==> src/rtl/display_scheduler.sv <==
// display_scheduler: arbitrates number updates and error reports for the 4-digit display.
// Optional error blinking is built when DISPLAY_SCHEDULER_BLINK_EN is defined.
module display_scheduler #(
  parameter int unsigned HOLD_CYCLES  = 50_000_000,
  parameter int unsigned MIN_CYCLES   = 5_000_000,
  parameter int unsigned BLINK_CYCLES = 12_500_000
) (
  input  logic        clock,
  input  logic        reset_n,
  input  logic        num_valid,
  input  logic [15:0] num_data,
  input  logic        num_overflow,
  output logic        num_ready,
  input  logic        err_valid,
  input  logic [3:0]  err_code,
  output logic        err_ready,
  input  logic        clear,
  output logic [15:0] number,
  output logic        overflow,
  output logic [3:0]  error,
  output logic        error_active
);

  typedef enum logic {
    SHOW_NUMBER = 1'b0,
    SHOW_ERROR  = 1'b1
  } state_e;

  localparam logic [31:0] HoldLoad = 32'(HOLD_CYCLES);
  localparam logic [31:0] MinLoad  = 32'(MIN_CYCLES);

  state_e      state_q, state_d;
  logic [31:0] min_cnt_q, min_cnt_d;
  logic [31:0] hold_cnt_q, hold_cnt_d;
  logic [15:0] number_q, number_d;
  logic        overflow_q, overflow_d;
  logic [3:0]  code_q, code_d;
  logic        show_code;

  logic num_accept;
  logic err_set;
  logic err_clear;
  logic hold_expire;

  assign num_ready   = (min_cnt_q == '0);
  assign err_ready   = 1'b1;
  assign num_accept  = num_valid && num_ready;
  assign err_set     = err_valid && (err_code != 4'h0);
  assign err_clear   = (err_valid && (err_code == 4'h0)) || clear;
  // A sticky error (HOLD_CYCLES == 0) never loads the counter, so it never expires.
  assign hold_expire = (hold_cnt_q == 32'd1);

  always_comb begin
    number_d   = number_q;
    overflow_d = overflow_q;
    min_cnt_d  = min_cnt_q;
    if (num_accept) begin
      number_d   = num_data;
      overflow_d = num_overflow;
      min_cnt_d  = MinLoad;
    end else if (min_cnt_q != '0) begin
      min_cnt_d = min_cnt_q - 32'd1;
    end
  end

  // A nonzero error always wins over clear or hold expiry in the same cycle.
  always_comb begin
    state_d    = state_q;
    code_d     = code_q;
    hold_cnt_d = hold_cnt_q;
    if (state_q == SHOW_ERROR && hold_cnt_q != '0) begin
      hold_cnt_d = hold_cnt_q - 32'd1;
    end
    if (err_set) begin
      state_d    = SHOW_ERROR;
      code_d     = err_code;
      hold_cnt_d = HoldLoad;
    end else if (state_q == SHOW_ERROR && (err_clear || hold_expire)) begin
      state_d    = SHOW_NUMBER;
      hold_cnt_d = '0;
    end
  end

  always_ff @(posedge clock or negedge reset_n) begin
    if (!reset_n) begin
      state_q    <= SHOW_NUMBER;
      min_cnt_q  <= '0;
      hold_cnt_q <= '0;
      number_q   <= '0;
      overflow_q <= 1'b0;
      code_q     <= '0;
    end else begin
      state_q    <= state_d;
      min_cnt_q  <= min_cnt_d;
      hold_cnt_q <= hold_cnt_d;
      number_q   <= number_d;
      overflow_q <= overflow_d;
      code_q     <= code_d;
    end
  end

`ifdef DISPLAY_SCHEDULER_BLINK_EN
  localparam logic [31:0] BlinkLoad = 32'(BLINK_CYCLES);

  logic [31:0] blink_cnt_q, blink_cnt_d;
  logic        phase_q, phase_d;

  // Phase restarts on the code at every error accept; BLINK_CYCLES == 0 shows it steadily.
  always_comb begin
    blink_cnt_d = blink_cnt_q;
    phase_d     = phase_q;
    if (err_set) begin
      blink_cnt_d = BlinkLoad;
      phase_d     = 1'b1;
    end else if (state_q == SHOW_ERROR) begin
      if (blink_cnt_q == 32'd1) begin
        blink_cnt_d = BlinkLoad;
        phase_d     = ~phase_q;
      end else if (blink_cnt_q != '0) begin
        blink_cnt_d = blink_cnt_q - 32'd1;
      end
    end
  end

  always_ff @(posedge clock or negedge reset_n) begin
    if (!reset_n) begin
      blink_cnt_q <= '0;
      phase_q     <= 1'b1;
    end else begin
      blink_cnt_q <= blink_cnt_d;
      phase_q     <= phase_d;
    end
  end

  assign show_code = phase_q;
`else
  assign show_code = 1'b1;
`endif

  assign number       = number_q;
  assign overflow     = overflow_q;
  assign error        = (state_q == SHOW_ERROR && show_code) ? code_q : 4'h0;
  assign error_active = (state_q == SHOW_ERROR);

endmodule
==> config.mk <==
export PLATFORM = sky130hd
export DESIGN_NAME = display_scheduler
export DESIGN_NICKNAME = d
export VERILOG_FILES = /design/src/rtl/display_scheduler.sv
export SDC_FILE = /design/constraint.sdc
export NUM_CORES = 1
export LEC_CHECK = 0
export ABC_AREA = 1
export CORE_ASPECT_RATIO = 0.75
export CORE_MARGIN = 2
export CORE_UTILIZATION = 60
export DETAILED_ROUTE_END_ITERATION = 12
export PLACE_DENSITY = 0.89
export SYNTH_ARGS = -nofsm -noshare
export SYNTH_HDL_FRONTEND = slang
export SYNTH_SLANG_ARGS = --single-unit
==> constraint.sdc <==
create_clock -name clock -period 3.9 [get_ports clock]
set_input_delay 1.17 -clock clock [delete_from_list [all_inputs] [get_ports clock]]
set_output_delay 1.17 -clock clock [all_outputs]
set_load 0.01 [all_outputs]
# Yosys cells after proc, flatten, opt, wreduce, memory -nomap -nowiden
# Cells that the tools add are included.
[totals]
ff_bits = 86
in_bits = 26
word_cells = 32
[classes]
n_addsub = 2
eq_ne = 1
muxes = 8
n_reduce_logical = 15
[op_table]
columns = ["op", "count"]
rows = [
  ["32-bit two-way mux", 5],
  ["32-bit nonzero test", 2],
  ["32-bit by 1-bit subtractor with 32-bit output, second input constant", 2],
  ["32-bit by 1-bit equality test with 1-bit output, second input constant", 1],
  ["32-bit logical NOT", 1],
  ["1-bit logical AND", 5],
  ["4-bit logical NOT", 1],
  ["4-bit two-way mux", 1],
  ["2-bit nonzero test", 2],
  ["4-bit nonzero test", 1],
  ["3-bit nonzero test", 1],
  ["1-bit logical OR", 2],
  ["1-bit two-way mux", 2],
]

# Longest topological paths before layout
# Gate-level depths: netlist of run 1.
[logic_depth]
word_depth = 7
ltp_mapped = 13
depth_no_buf = 12

# Worst setup path after synthesis of run 1
# Ideal clock, no wire load.
[synth_path]
kind = "register -> output"
startpoint = "register min_cnt_q[0]"
endpoint = "output port num_ready"
arrival_time_ns = 1.328
setup_slack_ns = 1.402
stages_incl_launch_ff = 9
n_path_buf = 0
path_cell_list = "dfrtp_1 > inv_1 > ha_1 > nand2_2 > inv_1 > nand2_1 > nor2_1 > nand2_1 > nor2_1"
[synth_between]
elab_chain_cells = 1
[synth_lines]
columns = ["element", "line_no", "rtl"]
rows = [
  ["from (decl)", "33", "logic [31:0] min_cnt_q, min_cnt_d;"],
  ["from (signal assigned)", "94", "min_cnt_q <= min_cnt_d;"],
  ["32-bit logical NOT", "45", "assign num_ready = (min_cnt_q == '0);"],
  ["to (decl)", "13", "output logic num_ready,"],
]
# No other way between the ends.

# Worst setup path after layout of run 1
# Same ends and word-level chain as after synthesis.

==> flow_summary_export.csv, run 1 <==
group,metric,value,unit
layout,layout-drive-gt1-share,0.05592,
grt,met2_usage,0.4618,
grt,grt_usage,0.3080,
layout,num_antenna_cells,0,
setup_path,crit_type,"reg -> out",
pwr,switching_share,0.3005,
sta,grt_setup_unrepaired,"no",
sta,fmax,0.2687,GHz
grt,grtUsageMet3,0.07963,
synthesis,ys.flop_type,"dfrtp_1",
layout,syn2layout_area_growth,17.04,%
grt,grt_pass1_wl,22300,um
pwr,powerDensity,395.7,mW/mm2
floorplanning,die_h,83.58,um
route,drt_wl_total,13050,um
setup_path,rr_endpoint,"min_cnt_q[26]",
sta,setup_violations,0,
route,wl_per_cell,14.94,um
run_status,status,"finished clean",
synthesis,synth_seq_cells,86,
pwr,pwr-share-clk,0.399,
sta,period_share,0.9541,
synthesis,synth_cell_types,35,
placement,hpwl,9264,um
clocking,cts_sinks,86,
grt,grt_max_degree,87,
setup_path,worstPathCellList,"inv_1 > ha_2 > nand2_2 > inv_1 > nand2_1 > nor2_1 > nand2_1 > nor2_1 > clkdlybuf4s50_1",
clocking,clkLatencyLatePin,0.35,ns
hold_path,hold_path_class,"reg -> reg",
synthesis,synth-seq-area-share,0.4248,
floorplanning,die_x,110.1,um
grt,antenna_found_initial,0,
synthesis,ys_async_sr_fraction,1.000,
synthesis,synthesis.nets,747,
setup_path,crit_fanout,7,
grt,first_global_vias,4770,
setup_path,end_kind,"output pin",
clocking,clk_path_buf_depth,2,
pwr,p_int,1.641,mW
grt,top_usage_layer,"met2",
synthesis,ys_warn_count,0,
layout,final_cell_mix,"237 x nand2_1, 121 x nor2_1, 86 x dfrtp_1, 73 x inv_1, 53 x nand3_1",
layout,num-fill-cells,638,
setup_path,critPathLaunchType,"flop",
synthesis,synth-edff-count,0,
sta,hold_viol_final,0,
sta,fin_crit,3.721,ns
setup_path,startpoint,"min_cnt_q[0]",
layout,final_common_cell,"nand2_1",
floorplanning,start_util,0.6287,
pwr,leakage,2.941,nW
route,firstDrtPassIters,6,
setup_path,critPathArrivalTime,2.55,ns
sta,fin_tns_setup,0,ns
floorplanning,rows,28,
pwr,p_sw,705.1,uW
clocking,cts_buffers,9,
synthesis,syn_area,0.005066,mm2
clocking,cts_tree,"built",
setup_path,crit_slowest_cell,"clkdlybuf4s50_1",
clocking,cts-root-buf,"clkbuf_16",
grt,grt_overflow,0,
sta,slew_headroom,0.2808,
sta,tightestPinTransition,1.079,ns
hold_path,hold_path_depth,2,
pwr,seqPwrFrac,0.421,
route,drtIter0Drc,602,
sta,hold_slack,0.4709,ns
pwr,combPwrFrac,0.180,
sta,skew,0.007213,ns
floorplanning,dieArea,0.009202,mm2
setup_path,ff2ff_path_depth,9,
route,vias,4965,
clocking,htreeDepth,3,
setup_path,worstSetupEndpoint,"num_ready",
setup_path,r2r-start,"min_cnt_q[0]",
setup_path,rrSetupSlack,1.19,ns
grt,gr-usage-met1,0.4422,
synthesis,synthCells,717,
route,ant_nets,0,
floorplanning,ios,50,
setup_path,critPathRequiredTime,2.73,ns
route,drc,0,
synthesis,syn-mean-instance-area,7.066,um2
route,vias_per_cell,5.681,
placement,gp_congestion,0.9250,
placement,io_buffers,48,
job,drv_cap,0,
pwr,ir_drop,0.3032,mV
layout,finalNetCount,794,
floorplanning,core,0.008058,mm2
clocking,clk_pin_slew,0.06,ns
setup_path,max_stage_delay,0.60,ns
sta,slew_violations,0,
## critical path: cells and delay by family (launching register included)
kind | cells | cell delay (ns)
fa+ha+maj | 1 | 0.28
simple gates | 5 | 0.75
buf+inv | 3 | 0.80
flops | 1 | 0.39
## power groups by stage
stage / Clock (mW) / Sequential [mW] / Combinational (mW)
finish: 0.937 / 0.987 / 0.422
global route: 0.982 / 0.991 / 0.480
CTS: 0.948 / 0.984 / 0.414
detailed placement: 0 / 1.00 / 0.410
global placement: 0 / 0.998 / 0.390
floorplan: 0 / 0.987 / 0.285
## metrics by stage
stage	worst slack [ns]	power [mW]	std cells	utilization	cell area, um2
floorplan	1.402	1.272	717	-	5066
global placement	0.5975	1.388	858	0.6955	5604
detailed placement	0.5509	1.410	858	0.6955	5604
CTS	0.1683	2.346	874	0.7356	5927
global route	0.07593	2.454	874	0.7359	5929
finish	0.1790	2.346	874	0.7359	5929
## cells in the mapped netlist, types with 3 or more instances
master    instances  area (um2)
clkbuf_1          4       15.01
ha_1              4       50.05
nand3b_1          6       45.04
dfrtp_1          86        2152
nor3_1           11       55.05
nand3_1          53       265.3
buf_6             4       45.04
xor2_1           15       131.4
nand2_1         237       889.6
inv_1            73       274.0
nor2_1          121       454.2
nor3b_1           3       22.52
nand2_2           3       18.77
o21bai_1          4       30.03
a21oi_1          11       55.05
nor2_2            4       25.02
nor4_1            3       18.77
or2_2             3       18.77
xnor2_1          14       122.6
o21ai_0          16       80.08
nand4_1          20       125.1
buf_2             6       30.03
## flip-flops by register name, indices dropped and copies added (netlist names)
register and flops:
hold_cnt_q 32, min_cnt_q 32, number 16, code_q 4, error_active 1, overflow 1
## worst min-delay path by stage
| stage | from | to | slack [ns] |
|---|---|---|---|
| 5_1_grt | number[1] | number[1] | 0.51 |
| 4_1_cts | number[15] | number[15] | 0.47 |
| 3_5_place_dp | number[3] | number[3] | 0.46 |
| 2_1_floorplan | code_q[3] | code_q[3] | 0.44 |
| 6_report | number[13] | number[13] | 0.47 |
| 3_3_place_gp | number[9] | number[9] | 0.45 |
## per-layer routing
| metal | up-vias | part of all wire | wire length, um |
|---|---|---|---|
| met4 | 0 | 0.014 | 189 |
| met5 | - | 0 | 0 |
| met3 | 26 | 0.10 | 1307 |
| met2 | 253 | 0.45 | 5933 |
| met1 | 2344 | 0.43 | 5623 |
| li1 | 2342 | - | - |
## logic make-up after synthesis
| kind of cell | Yosys count | synth area share |
|---|---|---|
| AO/OA/AOI/OAI | 36 | 0.04149 |
| other | 1 | 0.0007402 |
| XOR/XNOR | 29 | 0.05014 |
| multiplexers | 1 | 0.002223 |
| flip-flops | 86 | 0.4248 |
| AND/OR/NAND/NOR | 469 | 0.3944 |
| buffers and inverters | 91 | 0.07631 |
| adder cells (fa/ha/maj) | 4 | 0.009879 |
## final cells by class
class	count	area, um2	share of cell area
Sequential cell	86	2152	0.3629
Clock buffer	9	225.2	0.03798
Multi-Input combinational cell	540	2530	0.4267
Inverter	74	277.8	0.04685
Clock inverter	7	97.59	0.01646
Timing Repair Buffer	53	515.5	0.08694
Tap cell	105	131.4	0.02216
## repair_timing
| item | in CTS | in global routing |
|---|---|---|
| setup buffers | 0 | 0 |
| hold buffers | 0 | 0 |
| resized for setup | 0 | 1 |
| setup endpoints to repair | 0 | 1 |
No activity file was read; power rests on OpenSTA's default activity.
==> inputs of run 2 (changes only) <==
--- a/config.mk
+++ b/config.mk
@@ -11,6 +11,7 @@
 export CORE_UTILIZATION = 60
 export DETAILED_ROUTE_END_ITERATION = 12
 export PLACE_DENSITY = 0.89
+export REMOVE_ABC_BUFFERS = 1
 export SYNTH_ARGS = -nofsm -noshare
 export SYNTH_HDL_FRONTEND = slang
 export SYNTH_SLANG_ARGS = --single-unit
==> run 2 against run 1 <==
Effect of this change: global-route usage fell by 1.1 points; worst setup slack improved by 0.19 ns; critical path type unchanged; largest cell class unchanged; highest routed layer unchanged; power fell by 4.7%; hold slack got worse by 0.0036 ns.
==> flow_summary_export.csv, run 2 (synthesis gave the netlist of run 1 again) <==
group,metric,value,unit
run_status,status,"finished clean",
sta,setup_slack,0.3698,ns
grt,grt_usage,0.2971,
route,vias,4861,
sta,fin_crit,3.530,ns
layout,layout-drive-gt1-share,0.05455,
clocking,cts-root-buf,"clkbuf_16",
sta,period_share,0.9052,
layout,final_common_cell,"nand2_1",
floorplanning,die_x,110.1,um
sta,slew_headroom,0.4632,
sta,skew,0.008348,ns
clocking,cts_hold_buffers,0,
setup_path,crit_slowest_cell,"clkdlybuf4s50_1",
clocking,htreeDepth,3,
grt,antenna_found_initial,0,
clocking,cts_buffers,9,
floorplanning,dieArea,0.009202,mm2
job,drv_cap,0,
grt,first_global_vias,4827,
setup_path,worstPathCellList,"inv_1 > ha_1 > nand2_2 > inv_1 > nand2_1 > nor2_1 > nand2_1 > nor2_1 > clkdlybuf4s50_1",
grt,grt_pass1_wl,21580,um
route,ant_nets,0,
floorplanning,ios,50,
placement,placed_area,0.005624,mm2
setup_path,startpoint,"min_cnt_q[0]",
setup_path,worstSetupEndpoint,"num_ready",
sta,slew_violations,0,
floorplanning,core,0.008058,mm2
route,drtIter0Drc,374,
setup_path,critPathRequiredTime,2.73,ns
grt,grt_overflow,0,
sta,hold_viol_final,0,
clocking,clk_path_buf_depth,2,
floorplanning,rows,28,
sta,tightestPinTransition,0.8028,ns
layout,syn2layout_area_growth,16.70,%
layout,num_antenna_cells,0,
hold_path,hold_path_class,"reg -> reg",
placement,io_buffers,48,
clocking,post_cts_buffers,0,
floorplanning,start_util,0.6287,
setup_path,crit_fanout,7,
floorplanning,die_h,83.58,um
route,drc,0,
setup_path,rr_endpoint,"min_cnt_q[0]",
clocking,clk_pin_slew,0.06,ns
sta,fin_tns_setup,0,ns
layout,num-fill-cells,658,
layout,final_cell_mix,"237 x nand2_1, 121 x nor2_1, 86 x dfrtp_1, 73 x inv_1, 53 x nand3_1",
setup_path,end_kind,"output pin",
setup_path,crit_type,"reg -> out",
clocking,cts_sinks,86,
layout,finalNetCount,795,
setup_path,max_stage_delay,0.56,ns
layout,stdcell_area,0.005912,mm2
setup_path,critPathLaunchType,"flop",
placement,place_ws,0.7525,ns
route,drt_wl_total,12520,um
grt,grt_max_degree,87,
setup_path,rrSetupSlack,1.22,ns
route,firstDrtPassIters,5,
pwr,powerDensity,378.2,mW/mm2
sta,hold_slack,0.4674,ns
placement,gp_congestion,0.9496,
clocking,ctsResizeCount,0,
setup_path,r2r-start,"min_cnt_q[0]",
route,wl_per_cell,14.31,um
pwr,total_power,2.236,mW
sta,fmax,0.2833,GHz
pwr,leakage,2.941,nW
sta,setup_violations,0,
clocking,clkLatencyLatePin,0.34,ns
clocking,cts_tree,"built",
route,vias_per_cell,5.555,
setup_path,ff2ff_path_depth,10,
sta,grt_setup_unrepaired,"no",
placement,hpwl,8818,um
setup_path,critPathArrivalTime,2.36,ns
pwr,ir_drop,0.2965,mV
run 2: power breakdown:
| group | total (mW) | internal, mW | leakage, nW | switching, mW |
|---|---|---|---|---|
| Sequential | 0.991 | 0.935 | 1.11 | 0.0563 |
| Clock | 0.828 | 0.482 | 0.142 | 0.346 |
| Combinational | 0.417 | 0.146 | 1.69 | 0.271 |
run 2: critical path: cells and delay by family, from the launching register on:
kind	cells	cell delay [ns]
fa+ha+maj	1	0.31
flops	1	0.40
buf+inv	3	0.75
simple gates	5	0.56
run 2: how the worst min path moves through the flow:
stage / depth (start not counted) / endpoint / start
global route: 2 / number[9] / number[9]
floorplan: 2 / code_q[3] / code_q[3]
finish: 2 / number[13] / number[13]
global placement: 2 / number[0] / number[0]
CTS: 2 / number[13] / number[13]
detailed placement: 2 / number[13] / number[13]
run 2: per-stage QoR:
stage               instances    util
finish                    875  0.7337
global route              875  0.7337
CTS                       875  0.7337
detailed placement        859  0.6980
global placement          859  0.6980
floorplan                 700       -
run 2: final cells by class:
cell class / instances / area [um2] / share of cell area
clock buffers: 13 / 270.3 / 0.04571
clock inverters: 3 / 17.52 / 0.002963
flip-flops and latches: 86 / 2152 / 0.3640
inverters: 74 / 277.8 / 0.04698
multi-input cells: 540 / 2527 / 0.4275
well taps: 105 / 131.4 / 0.02222
repair buffers: 54 / 535.5 / 0.09058
run 2: metal layers:
layer  global-route usage  vias to the layer above  part of all wire  routed length, um
met5                    0                        -                 0                  0
met4               0.1080                        0             0.020                245
met3              0.07026                       25             0.090               1125
met2               0.4557                      223              0.46               5766
met1               0.4097                     2273              0.43               5382
li1                     -                     2340                 -                  -
==> inputs of run 3 (changes only) <==
--- a/config.mk
+++ b/config.mk
@@ -7,7 +7,7 @@
 export LEC_CHECK = 0
 export ABC_AREA = 1
 export CORE_ASPECT_RATIO = 0.75
-export CORE_MARGIN = 2
+export CORE_MARGIN = 3
 export CORE_UTILIZATION = 60
 export DETAILED_ROUTE_END_ITERATION = 12
 export PLACE_DENSITY = 0.89
==> run 3 against run 2 <==
Effect of this change: power up 9.1%; flip-flop and latch count unchanged; via count down 0.53%; wire length up 5.0%; largest cell class unchanged; critical endpoint unchanged; cell area up 0.72%; combinational power about the same.
==> flow_summary_export.csv, run 3 (synthesis gave the netlist of run 1 again) <==
group,metric,value,unit
clocking,cts_tree,"built",
clocking,clk_path_buf_depth,2,
pwr,powerDensity,409.9,mW/mm2
layout,fin_cells,874,
sta,period_share,0.9457,
clocking,cts_sinks,86,
route,firstDrtPassIters,5,
setup_path,end_kind,"output pin",
hold_path,hold_path_class,"reg -> reg",
clocking,htreeDepth,3,
floorplanning,die_x,112.1,um
floorplanning,die_h,85.58,um
sta,hold_slack,0.4747,ns
layout,num-fill-cells,608,
setup_path,crit_type,"reg -> out",
sta,skew,0.009064,ns
route,drt_wl_total,13140,um
layout,finalNetCount,794,
grt,grt_pass1_wl,22480,um
sta,fin_crit,3.688,ns
clocking,clkLatencyLatePin,0.35,ns
placement,placed_cells,858,
clocking,ctsResizeCount,0,
setup_path,crit_fanout,7,
setup_path,critPathArrivalTime,2.52,ns
sta,setup_violations,0,
clocking,cts_buffers,9,
floorplanning,rows,28,
sta,fmax,0.2711,GHz
route,drtIter0Drc,510,
floorplanning,ios,50,
floorplanning,core,0.008058,mm2
sta,tightestPinTransition,1.085,ns
route,wl_per_cell,15.04,um
grt,grt_usage,0.2926,
clocking,post_cts_buffers,0,
grt,first_global_vias,4627,
run_status,status,"finished clean",
floorplanning,start_util,0.6287,
layout,num_antenna_cells,0,
setup_path,critPathLaunchType,"flop",
sta,grt_setup_unrepaired,"no",
layout,syn2layout_area_growth,17.54,%
clocking,cts-root-buf,"clkbuf_16",
pwr,ir_drop,0.2905,mV
setup_path,critPathRequiredTime,2.73,ns
floorplanning,dieArea,0.009593,mm2
placement,hpwl,9016,um
grt,grt_overflow,0,
placement,io_buffers,48,
layout,multi_input_area,0.002527,mm2
pwr,leakage,2.961,nW
layout,regArea,0.002152,mm2
job,drv_cap,0,
sta,hold_viol_final,0,
layout,layout-drive-gt1-share,0.05462,
layout,final_cell_mix,"237 x nand2_1, 121 x nor2_1, 86 x dfrtp_1, 73 x inv_1, 53 x nand3_1",
sta,slew_headroom,0.2767,
sta,fin_tns_setup,0,ns
clocking,clk_pin_slew,0.07,ns
layout,final_common_cell,"nand2_1",
grt,antenna_found_initial,0,
grt,grt_max_degree,87,
placement,gp_congestion,0.9591,
route,drc,0,
route,vias,4835,
sta,setup_slack,0.2117,ns
clocking,cts_hold_buffers,0,
placement,place_ws,0.6833,ns
sta,slew_violations,0,
route,vias_per_cell,5.532,
route,ant_nets,0,
run 3: metrics by stage:
step / cell area, um2 / power [mW] / utilization
2_1_floorplan: 4957 / 1.261 / -
3_3_place_gp: 5604 / 1.389 / 0.6955
3_5_place_dp: 5604 / 1.406 / 0.6955
4_1_cts: 5954 / 2.432 / 0.7390
5_1_grt: 5954 / 2.546 / 0.7390
6_report: 5954 / 2.440 / 0.7390
run 3: final cells by class:
| class | count | area share |
|---|---|---|
| Timing Repair Buffer | 53 | 0.08657 |
| Multi-Input combinational cell | 540 | 0.4245 |
| Inverter | 74 | 0.04665 |
| Sequential cell | 86 | 0.3614 |
| Tap cell | 105 | 0.02206 |
| Clock buffer | 9 | 0.03782 |
| Clock inverter | 7 | 0.02101 |
run 3: layer usage:
layer | up-vias | global-route usage | routed length, um
li1 | 2337 | - | -
met1 | 2231 | 0.4171 | 5817
met2 | 245 | 0.4408 | 5760
met3 | 22 | 0.07969 | 1370
met4 | 0 | 0.09061 | 193
met5 | - | 0 | 0
run 3: path summary, 6_finish.rpt:
kind	from	endpoint	slack, ns	cells past startpoint
worst max-delay path	min_cnt_q[0]	num_ready	0.21	9
worst min-delay path	number[13]	number[13]	0.47	2
worst max register to register	min_cnt_q[0]	min_cnt_q[0]	1.21	10
worst min register to register	number[13]	number[13]	0.47	2
max in group asynchronous	reset_n	min_cnt_q[15]	2.19	1
min in group asynchronous	reset_n	min_cnt_q[3]	1.01	1
run 3: critical path, cell delays in order, from the launching register on:
cell and delay, ns:
dfrtp_1 0.40, inv_1 0.10, ha_1 0.31, nand2_2 0.14, inv_1 0.09, nand2_1 0.10, nor2_1 0.11, nand2_1 0.08
nor2_1 0.24, clkdlybuf4s50_1 0.59
run 3: report_power, final:
part / total (mW) / leakage (nW) / internal, mW / switching, mW
logic: 0.420 / 1.68 / 0.144 / 0.277
clock network: 1.03 / 0.171 / 0.635 / 0.395
registers: 0.990 / 1.11 / 0.934 / 0.0559
